$ cat src/rtl/rgb_fade_ctrl.sv
// rgb_fade_ctrl: three-channel level fader for RGB PWM channels.
// A prescaler makes a fade tick every DIV clocks. Each tick starts a
// three-cycle sweep (CH0, CH1, CH2) in which one shared step unit moves
// one channel a single count toward its target. Snap loads all targets
// at once. Optional macro FADE_HOLD_EN adds a hold input that freezes
// the prescaler and the sweep.
module rgb_fade_ctrl #(
    parameter int WIDTH = 8,
    parameter int DIV   = 256
) (
    input  logic             clk,
    input  logic             reset,
    input  logic [WIDTH-1:0] target_0,
    input  logic [WIDTH-1:0] target_1,
    input  logic [WIDTH-1:0] target_2,
    input  logic             snap,
`ifdef FADE_HOLD_EN
    input  logic             hold,
`endif
    output logic [WIDTH-1:0] level_0,
    output logic [WIDTH-1:0] level_1,
    output logic [WIDTH-1:0] level_2,
    output logic             busy
);

    localparam logic [15:0] PRE_MAX = 16'(DIV - 1);

    typedef enum logic [1:0] {IDLE, CH0, CH1, CH2} state_t;

    state_t           state_q, state_d;
    logic [15:0]      pre_q, pre_d;
    logic [WIDTH-1:0] lvl0_q, lvl0_d;
    logic [WIDTH-1:0] lvl1_q, lvl1_d;
    logic [WIDTH-1:0] lvl2_q, lvl2_d;

    logic             hold_w;
    logic             tick;
    logic [WIDTH-1:0] cur_lvl, cur_tgt, step_lvl;

`ifdef FADE_HOLD_EN
    assign hold_w = hold;
`else
    assign hold_w = 1'b0;
`endif

    assign tick = (pre_q == PRE_MAX);

    // Shared step unit: select the channel being visited, move it one count.
    // Stepping only when strictly below/above keeps it inside 0..2^WIDTH-1.
    always_comb begin
        cur_lvl = lvl0_q;
        cur_tgt = target_0;
        case (state_q)
            CH1:     begin cur_lvl = lvl1_q; cur_tgt = target_1; end
            CH2:     begin cur_lvl = lvl2_q; cur_tgt = target_2; end
            default: begin cur_lvl = lvl0_q; cur_tgt = target_0; end
        endcase
        if (cur_lvl < cur_tgt)
            step_lvl = cur_lvl + WIDTH'(1);
        else if (cur_lvl > cur_tgt)
            step_lvl = cur_lvl - WIDTH'(1);
        else
            step_lvl = cur_lvl;
    end

    // Next-state: snap beats everything, hold freezes, otherwise sweep.
    always_comb begin
        state_d = state_q;
        pre_d   = pre_q;
        lvl0_d  = lvl0_q;
        lvl1_d  = lvl1_q;
        lvl2_d  = lvl2_q;
        if (snap) begin
            lvl0_d  = target_0;
            lvl1_d  = target_1;
            lvl2_d  = target_2;
            pre_d   = '0;
            state_d = IDLE;
        end else if (!hold_w) begin
            pre_d = tick ? 16'd0 : pre_q + 16'd1;
            case (state_q)
                IDLE: if (tick) state_d = CH0;
                CH0:  begin lvl0_d = step_lvl; state_d = CH1;  end
                CH1:  begin lvl1_d = step_lvl; state_d = CH2;  end
                CH2:  begin lvl2_d = step_lvl; state_d = IDLE; end
                default: state_d = IDLE;
            endcase
        end
    end

    // State registers with synchronous active-low reset.
    always_ff @(posedge clk) begin
        if (!reset) begin
            state_q <= IDLE;
            pre_q   <= '0;
            lvl0_q  <= '0;
            lvl1_q  <= '0;
            lvl2_q  <= '0;
        end else begin
            state_q <= state_d;
            pre_q   <= pre_d;
            lvl0_q  <= lvl0_d;
            lvl1_q  <= lvl1_d;
            lvl2_q  <= lvl2_d;
        end
    end

    assign level_0 = lvl0_q;
    assign level_1 = lvl1_q;
    assign level_2 = lvl2_q;
    assign busy    = (lvl0_q != target_0) || (lvl1_q != target_1) ||
                     (lvl2_q != target_2);

endmodule

$ cat config.mk
export PLATFORM = sky130hd
export DESIGN_NAME = rgb_fade_ctrl
export DESIGN_NICKNAME = d
export VERILOG_FILES = /design/src/rtl/rgb_fade_ctrl.sv
export SDC_FILE = /design/constraint.sdc
export NUM_CORES = 1
export LEC_CHECK = 0
export ABC_AREA = 0
export BUFFER_PORTS_ARGS = -buffer_cell sky130_fd_sc_hd__buf_2
export CAP_MARGIN = 40
export CORE_ASPECT_RATIO = 0.6
export CORE_UTILIZATION = 61
export CTS_CLUSTER_DIAMETER = 30
export DETAILED_ROUTE_END_ITERATION = 7
export PLACE_DENSITY = 0.84
export SKIP_CTS_REPAIR_TIMING = 1
export SLEW_MARGIN = 15
export SYNTH_ARGS = -nofsm -noshare
export SYNTH_HDL_FRONTEND = slang
export SYNTH_SLANG_ARGS = --single-unit
$ cat constraint.sdc
create_clock -name clk -period 6.2 [get_ports clk]
set_clock_uncertainty 0.15 [all_clocks]
set_input_delay 0.31 -clock clk [delete_from_list [all_inputs] [get_ports clk]]
set_output_delay 0.31 -clock clk [all_outputs]
set_load 0.01 [all_outputs]
==> results.py <==
metrics = {
    "status": {
        "outcome": "complete, no violations",
    },
    "synthesis": {
        "synthTopCellsByCount": "dfxtp_1 (42), a21oi_1 (34), xnor2_1 (26), nor2_1 (22), nand2_1 (20)",
        "synth-edff-count": 0,
        "ys_seq_area_share_pct": 28.8,
        "syn-num-nets": 390,
        "synth_top_area_share_pct": 28.8,
        "netlist_area_um2": 2920,
        "yosys_most_used_dff": "dfxtp_1",
        "ys_seq_elements": 42,
        "yosys-top-cells-area": "dfxtp_1 (29%), xnor2_1 (7.8%), a21oi_1 (5.8%)",
        "syn_avg_cell_area_um2": 8.35,
        "synth.distinct_cells": 54,
        "synthMostInstantiatedCell": "dfxtp_1",
        "async_reset_ff_share_pct": 0,
        "synth_cells": 350,
        "ys_warn_count": 0,
        "yosys.area.top_type": "dfxtp_1",
    },
    "sta": {
        "rsz0062_at_grt": "no",
        "finalCriticalPeriod_ns": 4.34,
        "slew_viol_final": 0,
        "hold_viol_final": 0,
        "setup_violations": 0,
        "period_share_pct": 69.9,
        "finalSetupTns_ns": 0,
        "worst_pin_slew_ns": 0.794,
        "fmax_mhz": 231,
        "relSlewSlack_pct": 46.9,
    },
    "pwr": {
        "seq_power_share_pct": 45.0,
        "p_switching_mw": 0.191,
        "switching_share_pct": 29.6,
        "p_comb_share_pct": 20.7,
        "clock_power_share_pct": 34.3,
        "power.density_nw_per_um2": 196,
        "peakVddDrop_mv": 0.139,
        "total_leakage_power_nw": 1.30,
        "internal-power_mw": 0.455,
    },
    "critical_path": {
        "r2r-end": "level_1[1]",
        "path_cells": "inv_1, ha_1, nor2_1, a21oi_1, inv_1, ha_1, and4_1, and4bb_2, a211oi_2, a211oi_1, o21bai_1, a221o_1, o22ai_1",
        "crit_slowest_cell": "ha_1",
        "crit_required_ns": 6.27,
        "critical_path.max_fanout": 17,
        "rrSetupSlack_ns": 1.86,
        "critPathMaxStageDelay_ns": 0.57,
        "critPathArrivalTime_ns": 4.41,
        "worstRegToRegCells": 13,
        "r2r-start": "state_q[0]",
        "cp-end-kind": "flop",
        "crit_type": "flop to flop",
        "startpoint_type": "flop",
    },
    "min_path": {
        "hold_path_class": "primary input to flop",
        "min_from": "target_0[2]",
        "hold-path-cell-count": 3,
        "hold_path_end": "level_0[2]",
    },
    "clocking": {
        "cts_root_buffer": "clkbuf_8",
        "cts_buffers": 5,
        "insertion_delay_ns": 0.30,
        "clkTransAtPathRegs_ns": 0.09,
        "cts_tree": "built",
        "cts_sinks": 42,
        "clockBufferDepth": 2,
        "h-tree-depth": 2,
    },
    "cells_and_area": {
        "final_cells": 457,
        "synthToLayoutAreaGrowth_pct": 13.1,
        "num-fill-cells": 371,
        "nets": 433,
        "fin_util_pct": 72.0,
        "drive_gt1_share_pct": 19.5,
        "insertedDiodeCount": 0,
    },
    "grt": {
        "grt_use_met3_pct": 9.84,
        "top_usage_layer": "met1",
        "grt_pass1_wl_mm": 14.2,
        "grt_start_max_net_pins": 46,
        "gr-total-overflow": 0,
        "grt_pass1_vias": 2744,
        "grtUsageTotal_pct": 35.7,
        "use_met1_pct": 53.6,
        "met2_usage_pct": 49.4,
        "antenna_found_initial": 0,
    },
    "die": {
        "core_um2": 4590,
        "initial_utilization_pct": 63.7,
        "die_h_um": 55.6,
        "ios": 52,
        "fp-row-count": 19,
        "die_w_um": 91.4,
        "die_area_um2": 5080,
    },
    "place": {
        "dp_cells": 449,
        "globalplace.congestion": 0.963,
        "hpwlAfterDp_mm": 6.41,
        "port_buffers": 51,
    },
    "run": {
        "max-cap-violations": 0,
    },
    "routing": {
        "drt-pass1-iter-count": 5,
        "vias": 3080,
        "ant_nets": 0,
        "drcViolationCount": 0,
        "avgRoutedWirePerCell_um": 18.9,
        "drtIter0Drc": 284,
        "routed_via_density": 6.74,
        "routed_wl_mm": 8.65,
    },
}
## cell usage in the layout, fill, tap and decap left out, drive strengths merged, types with 3 or more instances in the layout
cell     n
nand2   20
xor2    16
a31o     3
buf     53
a22o    12
nor4     6
dfxtp   42
inv     11
xnor2   26
ha      13
or3      4
a31oi    4
nand3   14
a21oi   35
and3     6
and4     3
o21ai   14
nor3b   21
clkbuf   6
mux2i    5
nor2    22
nand4    8
o22ai   17
a22oi    4
a211oi   4
## area by class of cell
| class | count | area, µm² | area share (%) |
|---|---|---|---|
| Clock buffer | 6 | 72.6 | 2.20 |
| Clock inverter | 2 | 37.5 | 1.14 |
| Inverter | 11 | 41.3 | 1.25 |
| Multi-Input combinational cell | 280 | 1960 | 59.4 |
| Sequential cell | 42 | 841 | 25.4 |
| Tap cell | 63 | 78.8 | 2.38 |
| Timing Repair Buffer | 53 | 270 | 8.18 |
## layer usage
metal  share of wire, %  vias to the layer above
met5                  0                        -
met1                 45                     1425
met4                2.8                        0
met3                 13                       35
li1                   -                     1391
met2                 40                      229
## worst max path at each step
stage,startpoint,to,slack [ns],cells past startpoint
floorplan,state_q[0],level_1[1],2.54,15
global placement,state_q[0],level_2[1],2.25,13
detailed placement,state_q[0],level_1[1],2.00,13
CTS,state_q[0],level_1[1],1.93,13
global route,state_q[0],level_2[1],1.59,13
finish,state_q[0],level_1[1],1.86,13
## kinds of logic after synthesis
logic type / count (synthesis) / synth area share [%]
xor gates and xnor gates: 42 / 12.6
adders and majority gates: 13 / 5.56
DFF: 42 / 28.8
and+or+nand+nor: 115 / 22.9
AOI/OAI and AO/OA: 105 / 24.5
buffers and inverters: 28 / 4.07
muxes: 5 / 1.71
## flip-flops by register name (all words and copies together) (netlist names)
register	cells
state_q	2
level_1	8
pre_q	16
level_0	8
level_2	8
## power by group through the flow
stage          logic [mW]  registers [mW]  clock network [mW]
3_3_place_gp        0.126           0.297                   0
5_1_grt             0.145           0.292               0.234
4_1_cts             0.130           0.291               0.221
2_1_floorplan      0.0822           0.299                   0
3_5_place_dp        0.129           0.297                   0
6_report            0.134           0.291               0.222
## worst max-delay path, delay by kind of cell (launching register included)
family / cells / cell delay [ns]
AO/OA/AOI/OAI: 6 / 1.82
buffers and inverters: 2 / 0.20
flip-flops: 1 / 0.33
adder cells (fa/ha/maj): 2 / 0.90
AND/OR/NAND/NOR: 3 / 0.85
## per-stage QoR
stage | total power [mW] | area [µm²] | hold WS, ns | setup WS, ns
after global placement | 0.422 | 3200 | 0.276 | 2.25
after CTS | 0.642 | 3310 | 0.131 | 1.93
after floorplan | 0.381 | 2920 | 0.268 | 2.54
after detailed placement | 0.426 | 3200 | 0.287 | 2.00
after global routing | 0.671 | 3310 | 0.142 | 1.59
final | 0.647 | 3310 | 0.135 | 1.86
(Power assumes the default switching activity.)
